$ cat config.mk
export PLATFORM = sky130hd
export DESIGN_NAME = fork_join_sched
export DESIGN_NICKNAME = d
export VERILOG_FILES = /design/src/rtl/fork_join_sched.sv
export SDC_FILE = /design/constraint.sdc
export NUM_CORES = 1
export LEC_CHECK = 0
export ABC_AREA = 0
export CORE_ASPECT_RATIO = 0.75
export CORE_MARGIN = 2
export CORE_UTILIZATION = 55
export CTS_BUF_LIST = sky130_fd_sc_hd__clkbuf_4 sky130_fd_sc_hd__clkbuf_8
export DETAILED_ROUTE_END_ITERATION = 6
export PLACE_DENSITY = 0.82
export SYNTH_ARGS = -nofsm -noshare
export SYNTH_HDL_FRONTEND = slang
export SYNTH_SLANG_ARGS = --single-unit
$ cat constraint.sdc
create_clock -name clk -period 1.9 [get_ports clk]
set_input_delay 0.285 -clock clk [delete_from_list [all_inputs] [get_ports clk]]
set_output_delay 0.285 -clock clk [all_outputs]
set_load 0.01 [all_outputs]
$ cat src/rtl/fork_join_sched.sv
// -----------------------------------------------------------------------------
// fork_join_sched
//
// Hardware scheduler for NUM_TASKS concurrent timed tasks with fork/join
// semantics. One accepted start launches every enabled task at once; each
// task stays active for its programmed number of cycles. The parent sequencer
// is released by join_o according to the captured mode:
//   00 join      - release when the last launched task completes
//   01 join_any  - release when the first launched task completes
//   10 join_none - release in the first cycle after the fork
//   11           - same as join
//
// Ports:
//   clk            system clock, rising edge
//   rst_n          synchronous active-low reset
//   start_i        fork request, sampled on the rising edge
//   mode_i         join mode (see above), captured at accept only
//   enable_i       task mask, bit i launches task i, captured at accept only
//   dur_i          task i duration in [i*CNT_W +: CNT_W], 0 behaves as 1
//   task_active_o  task i running
//   task_done_o    one-cycle pulse in the last active cycle of task i
//   join_o         one-cycle pulse, parent may resume
//   all_done_o     one-cycle pulse in the cycle the last launched task ends
//   busy_o         scheduler not idle (from the cycle after accept through
//                  the last active cycle)
//   start_err_o    one-cycle pulse, a start arrived while not idle
//
// Timing model: if the fork is accepted at edge E0, the cycle following E0 is
// the first active cycle. Every output is a register, so each pulse is
// computed one edge ahead from the counters' current values.
// CNT_W must be at least 2.
// -----------------------------------------------------------------------------
module fork_join_sched #(
    parameter int NUM_TASKS = 3,
    parameter int CNT_W     = 8
) (
    input  logic                       clk,
    input  logic                       rst_n,
    input  logic                       start_i,
    input  logic [1:0]                 mode_i,
    input  logic [NUM_TASKS-1:0]       enable_i,
    input  logic [NUM_TASKS*CNT_W-1:0] dur_i,
    output logic [NUM_TASKS-1:0]       task_active_o,
    output logic [NUM_TASKS-1:0]       task_done_o,
    output logic                       join_o,
    output logic                       all_done_o,
    output logic                       busy_o,
    output logic                       start_err_o
);

    typedef enum logic [1:0] {
        ST_IDLE      = 2'd0,
        ST_WAIT_JOIN = 2'd1,
        ST_DETACHED  = 2'd2
    } state_t;

    localparam logic [1:0] MODE_ANY  = 2'b01;
    localparam logic [1:0] MODE_NONE = 2'b10;

    state_t     state_reg;
    logic [1:0] mode_reg;
    logic       join_reg;
    logic       all_done_reg;
    logic       busy_reg;
    logic       start_err_reg;

    logic       accept;

    // Per-task lookahead flags, one bit per task slot.
    //   accept_fin : task is launched now and its only cycle is the next one
    //   accept_run : task is launched now and lasts beyond the next cycle
    //   run_fin    : running task whose last cycle is the next one
    //   run_cont   : running task that is still active after the next cycle
    logic [NUM_TASKS-1:0] accept_fin;
    logic [NUM_TASKS-1:0] accept_run;
    logic [NUM_TASKS-1:0] run_fin;
    logic [NUM_TASKS-1:0] run_cont;
    logic [NUM_TASKS-1:0] active_vec;
    logic [NUM_TASKS-1:0] done_vec;

    assign accept = start_i && (state_reg == ST_IDLE);

    // -------------------------------------------------------------------------
    // Task slots. The counter holds the number of active cycles remaining,
    // including the current one, so a task in its last cycle reads 1 and the
    // slot about to finish reads 2.
    // -------------------------------------------------------------------------
    generate
        for (genvar gi = 0; gi < NUM_TASKS; gi++) begin : g_task
            logic [CNT_W-1:0] dur_slice;
            logic [CNT_W-1:0] eff_dur;
            logic [CNT_W-1:0] cnt_reg;
            logic             active_reg;
            logic             done_reg;

            assign dur_slice = dur_i[gi*CNT_W +: CNT_W];
            // A programmed duration of 0 still gives one active cycle.
            assign eff_dur   = (dur_slice == '0) ? CNT_W'(1) : dur_slice;

            assign accept_fin[gi] = enable_i[gi] && (eff_dur == CNT_W'(1));
            assign accept_run[gi] = enable_i[gi] && (eff_dur >  CNT_W'(1));
            assign run_fin[gi]    = active_reg && (cnt_reg == CNT_W'(2));
            assign run_cont[gi]   = active_reg && (cnt_reg >  CNT_W'(2));

            assign active_vec[gi] = active_reg;
            assign done_vec[gi]   = done_reg;

            always_ff @(posedge clk) begin
                if (!rst_n) begin
                    cnt_reg    <= '0;
                    active_reg <= 1'b0;
                    done_reg   <= 1'b0;
                end else if (accept) begin
                    cnt_reg    <= enable_i[gi] ? eff_dur : '0;
                    active_reg <= enable_i[gi];
                    done_reg   <= accept_fin[gi];
                end else if (active_reg) begin
                    // Saturating decrement: the counter never wraps below 0.
                    cnt_reg    <= (cnt_reg != '0) ? cnt_reg - CNT_W'(1) : '0;
                    active_reg <= (cnt_reg > CNT_W'(1));
                    done_reg   <= (cnt_reg == CNT_W'(2));
                end else begin
                    done_reg   <= 1'b0;
                end
            end
        end
    endgenerate

    // -------------------------------------------------------------------------
    // Completion lookahead shared by all modes.
    // launch_all_done: nothing launched outlives the first cycle (this covers
    //                  the empty mask as well as all-ones durations).
    // run_all_done   : at least one task finishes next cycle and none remains
    //                  beyond it.
    // -------------------------------------------------------------------------
    logic launch_all_done;
    logic launch_any_fin;
    logic run_all_done;
    logic run_any_fin;

    assign launch_all_done = (accept_run == '0);
    assign launch_any_fin  = (accept_fin != '0);
    assign run_any_fin     = (run_fin != '0);
    assign run_all_done    = run_any_fin && (run_cont == '0);

    // -------------------------------------------------------------------------
    // Control FSM with registered pulse outputs. The FSM stays out of IDLE
    // through the cycle in which all_done_o is high and returns to IDLE on the
    // following edge, so busy_o tracks "state is not IDLE" exactly.
    // -------------------------------------------------------------------------
    always_ff @(posedge clk) begin
        if (!rst_n) begin
            state_reg     <= ST_IDLE;
            mode_reg      <= 2'b00;
            join_reg      <= 1'b0;
            all_done_reg  <= 1'b0;
            busy_reg      <= 1'b0;
            start_err_reg <= 1'b0;
        end else begin
            join_reg      <= 1'b0;
            all_done_reg  <= 1'b0;
            start_err_reg <= start_i && (state_reg != ST_IDLE);

            case (state_reg)
                ST_IDLE: begin
                    if (start_i) begin
                        mode_reg     <= mode_i;
                        busy_reg     <= 1'b1;
                        all_done_reg <= launch_all_done;
                        case (mode_i)
                            MODE_NONE: begin
                                join_reg  <= 1'b1;
                                state_reg <= ST_DETACHED;
                            end
                            MODE_ANY: begin
                                join_reg  <= launch_any_fin || launch_all_done;
                                state_reg <= ST_WAIT_JOIN;
                            end
                            default: begin
                                join_reg  <= launch_all_done;
                                state_reg <= ST_WAIT_JOIN;
                            end
                        endcase
                    end
                end

                ST_WAIT_JOIN: begin
                    all_done_reg <= run_all_done;
                    if (all_done_reg) begin
                        state_reg <= ST_IDLE;
                        busy_reg  <= 1'b0;
                    end else if (mode_reg == MODE_ANY) begin
                        // The first completion releases the parent once;
                        // remaining tasks then run on detached.
                        if (join_reg) begin
                            state_reg <= ST_DETACHED;
                        end else begin
                            join_reg <= run_any_fin;
                        end
                    end else begin
                        join_reg <= run_all_done;
                    end
                end

                ST_DETACHED: begin
                    all_done_reg <= run_all_done;
                    if (all_done_reg) begin
                        state_reg <= ST_IDLE;
                        busy_reg  <= 1'b0;
                    end
                end

                default: begin
                    state_reg <= ST_IDLE;
                    busy_reg  <= 1'b0;
                end
            endcase
        end
    end

    assign task_active_o = active_vec;
    assign task_done_o   = done_vec;
    assign join_o        = join_reg;
    assign all_done_o    = all_done_reg;
    assign busy_o        = busy_reg;
    assign start_err_o   = start_err_reg;

endmodule

==> impl_metrics.json <==
{
  "status": "complete, no violations",
  "cap_violations": 0,
  "place_congestion": 0.9435,
  "min_period_ps": 1767,
  "cts.htree.levels": 2,
  "worstSetupPathType": "flop to flop",
  "vias_per_cell": 6.204,
  "synth-async-reset-ratio_pct": 0,
  "area_growth_pct": 27.38,
  "peakVddDrop_mv": 1.006,
  "clk_pin_slew_ps": 90,
  "slew_violations": 0,
  "final_core_util_pct": 72.14,
  "synth_fa_ha_area_share_pct": 9.009,
  "synthXorXnorAreaFrac_pct": 1.051,
  "finalNetCount": 419,
  "p_leak_nw": 1.235,
  "num_vias": 2649,
  "ys_warn_count": 0,
  "detailed_place_hpwl_um": 5284,
  "grt_pass1_vias": 2540,
  "netlist.area_leader.share_pct": 30.43,
  "end_kind": "flop",
  "ys_ff_latch": 38,
  "dr.pass1.iters": 5,
  "rows": 21,
  "synth_top_cell_by_area": "dfxtp_1",
  "core_area_um2": 4414,
  "n_fill_cell": 353,
  "clock_latency_ps": 300,
  "max_freq_mhz": 566.0,
  "ys_seq_area_share_pct": 30.43,
  "cts_tree": "yes",
  "min_to": "mode_reg[1]$_SDFFE_PN0P_",
  "powerDensity_nw_per_um2": 1599,
  "drt_wl_total_um": 7035,
  "hold_depth": 2,
  "report.power.total_w": 0.005092,
  "syn_area_um2": 2500,
  "setup_violations": 0,
  "synthFlopType": "dfxtp_1",
  "crit_start": "g_task[0].cnt_reg[1]$_SDFFE_PN0P_",
  "grt_max_degree": 18,
  "ant_nets": 0,
  "synth.most_common_cell": "dfxtp_1",
  "rr_worst_depth": 7,
  "clock-root-buffer": "clkbuf_8",
  "first_iter_violations": 243,
  "synthCells": 319,
  "hold_class": "flop to flop",
  "r2r_end": "g_task[0].cnt_reg[2]$_SDFFE_PN0P_",
  "hold_violations": 0,
  "synth-edff-count": 0,
  "skew_ps": 14.99,
  "drt-wirelength-per-cell_um": 16.48,
  "fin_crit_sh_pct": 92.99,
  "grt.overflow.total": 0,
  "drive_above_1_share_pct": 12.43,
  "worstPathArrival_ps": 1970,
  "synth_compound_area_share_pct": 24.22,
  "dieHeight_um": 62.39,
  "cts_buffer_depth": 2,
  "reg2reg_slack_ps": 130,
  "port-buffer-count": 41,
  "synth.net_count": 369,
  "die-area_um2": 5106,
  "worstPathRequired_ps": 2100,
  "grt_pass1_wl_um": 11920,
  "syn_avg_cell_area_um2": 7.837,
  "synthTopCellsByCount": "38 x dfxtp_1, 30 x nor2_1, 28 x nand2_1",
  "cp-start-kind": "flop",
  "slew_headroom_pct": 68.52,
  "cts_made_buffers": 5,
  "antenna_found_initial": 0,
  "ios": 42,
  "synth_mux_area_share_pct": 2.503,
  "drc": 0,
  "clock-sinks": 38,
  "dieWidth_um": 81.85,
  "rsz0062_at_grt": "no",
  "largest_reg_flops": 24,
  "hold_start": "mode_reg[1]$_SDFFE_PN0P_",
  "initial_core_util_pct": 56.63,
  "synth_cell_types": 53,
  "tightest_slew_ps": 468.7,
  "n_antenna_cell": 0,
  "crit_path_max_fanout": 6,
  "yosys-top-cells-area": "dfxtp_1 30%, ha_1 9.0%, a21oi_1 5.2%",
  "yosys.area_share.simple_pct": 26.43,
  "grt_usage_pct": 29.46,
  "reg2reg_from": "g_task[0].cnt_reg[1]$_SDFFE_PN0P_",
  "synth_top_family_by_area": "simple AND/OR/NAND/NOR gates"
}
## final cells by class
cell class	instances	area, um2	area share, %
multi-input cells	247	1604	50.37
clock buffers	7	83.83	2.633
flip-flops and latches	38	762.0	23.93
well taps	57	71.32	2.240
clock inverters	1	30.03	0.9430
repair buffers	61	573.1	18.00
inverters	16	60.06	1.886
## metrics by stage
| stage | hold WS, ps | setup WS [ps] | instances | TNS, ps | instance area [um2] |
|---|---|---|---|---|---|
| global placement | 438.8 | -24.96 | 419 | -29.16 | 3045 |
| detailed placement | 465.4 | -48.44 | 419 | -107.2 | 3045 |
| floorplan | 421.0 | 217.0 | 319 | 0 | 2500 |
| finish | 464.5 | 133.2 | 427 | 0 | 3184 |
| global route | 502.8 | 22.53 | 427 | 0 | 3184 |
| CTS | 467.2 | 52.30 | 427 | 0 | 3159 |
## how the worst max path moves through the flow
stage / depth (start not counted) / slack [ps] / endpoint
after floorplan: 8 / 220 / g_task[2].cnt_reg[6]$_SDFFE_PN0P_
after detailed placement: 7 / -50 / join_o$_SDFF_PN0_
after CTS: 6 / 50 / state_reg[1]$_SDFFE_PN0P_
after global routing: 7 / 20 / g_task[0].cnt_reg[2]$_SDFFE_PN0P_
final: 7 / 130 / g_task[0].cnt_reg[2]$_SDFFE_PN0P_
after global placement: 7 / -20 / join_o$_SDFF_PN0_
## power by group
| group | switching, W | internal (W) | leakage (nW) |
|---|---|---|---|
| Clock | 0.000306 | 0.000422 | 0.0593 |
| Sequential | 0.000310 | 0.00105 | 0.312 |
| Combinational | 0.00171 | 0.00130 | 0.863 |
| Total | 0.00232 | 0.00277 | 1.23 |
## layer usage
metal / global-route usage (%) / vias to the layer above / part of all wire [%]
met3: 7.659 / 15 / 8.7
met5: 0 / - / 0
li1: - / 1267 / -
met2: 43.80 / 134 / 44
met1: 41.21 / 1233 / 45
met4: 10.00 / 0 / 1.8
## repair_timing
| action | in CTS | in global routing |
|---|---|---|
| endpoints found under the setup margin | 0 | 13 |
| hold buffers | 0 | 0 |
| setup buffers | 0 | 0 |
| gates resized for setup | 0 | 9 |
## worst max-delay path, cell delays in order, from the launching register on
cell	delay (ps)
dfxtp_1	350
inv_2	90
ha_1	150
or4b_4	500
nor2_4	140
nor2_2	90
a222oi_1	280
nor2_1	60
## logic make-up after synthesis
| logic type | after synthesis |
|---|---|
| flops | 38 |
| xor+xnor | 3 |
| simple gates | 126 |
| mux | 6 |
| buf+inv | 34 |
| compound gates | 94 |
| fa+ha+maj | 18 |
## cell usage in the layout (no fill, tap or decap), types with 2 or more instances in the layout
cell type	instances
a21o_1	2
a21oi_1	26
and2_1	4
nor2_1	29
a221oi_1	3
clkdlybuf4s50_1	41
buf_4	19
nor3_2	2
a211oi_1	3
ha_1	17
o21ai_0	22
nor4_1	5
nand2_1	28
inv_2	2
o31ai_1	2
a311oi_1	2
o211ai_1	4
nor2_2	2
a41oi_1	2
o21ai_1	2
dfxtp_1	37
nand2b_1	6
mux2i_1	4
a32oi_1	4
nand4_1	5
a222oi_1	3
nor3_1	14
nor2b_1	2
a31oi_1	7
and3_1	6
mux2_2	2
nand3_1	13
clkbuf_8	5
inv_1	13
xor2_1	2
a22oi_1	4
clkbuf_4	2
o211a_1	2
Power figures use the tool's default switching activity.
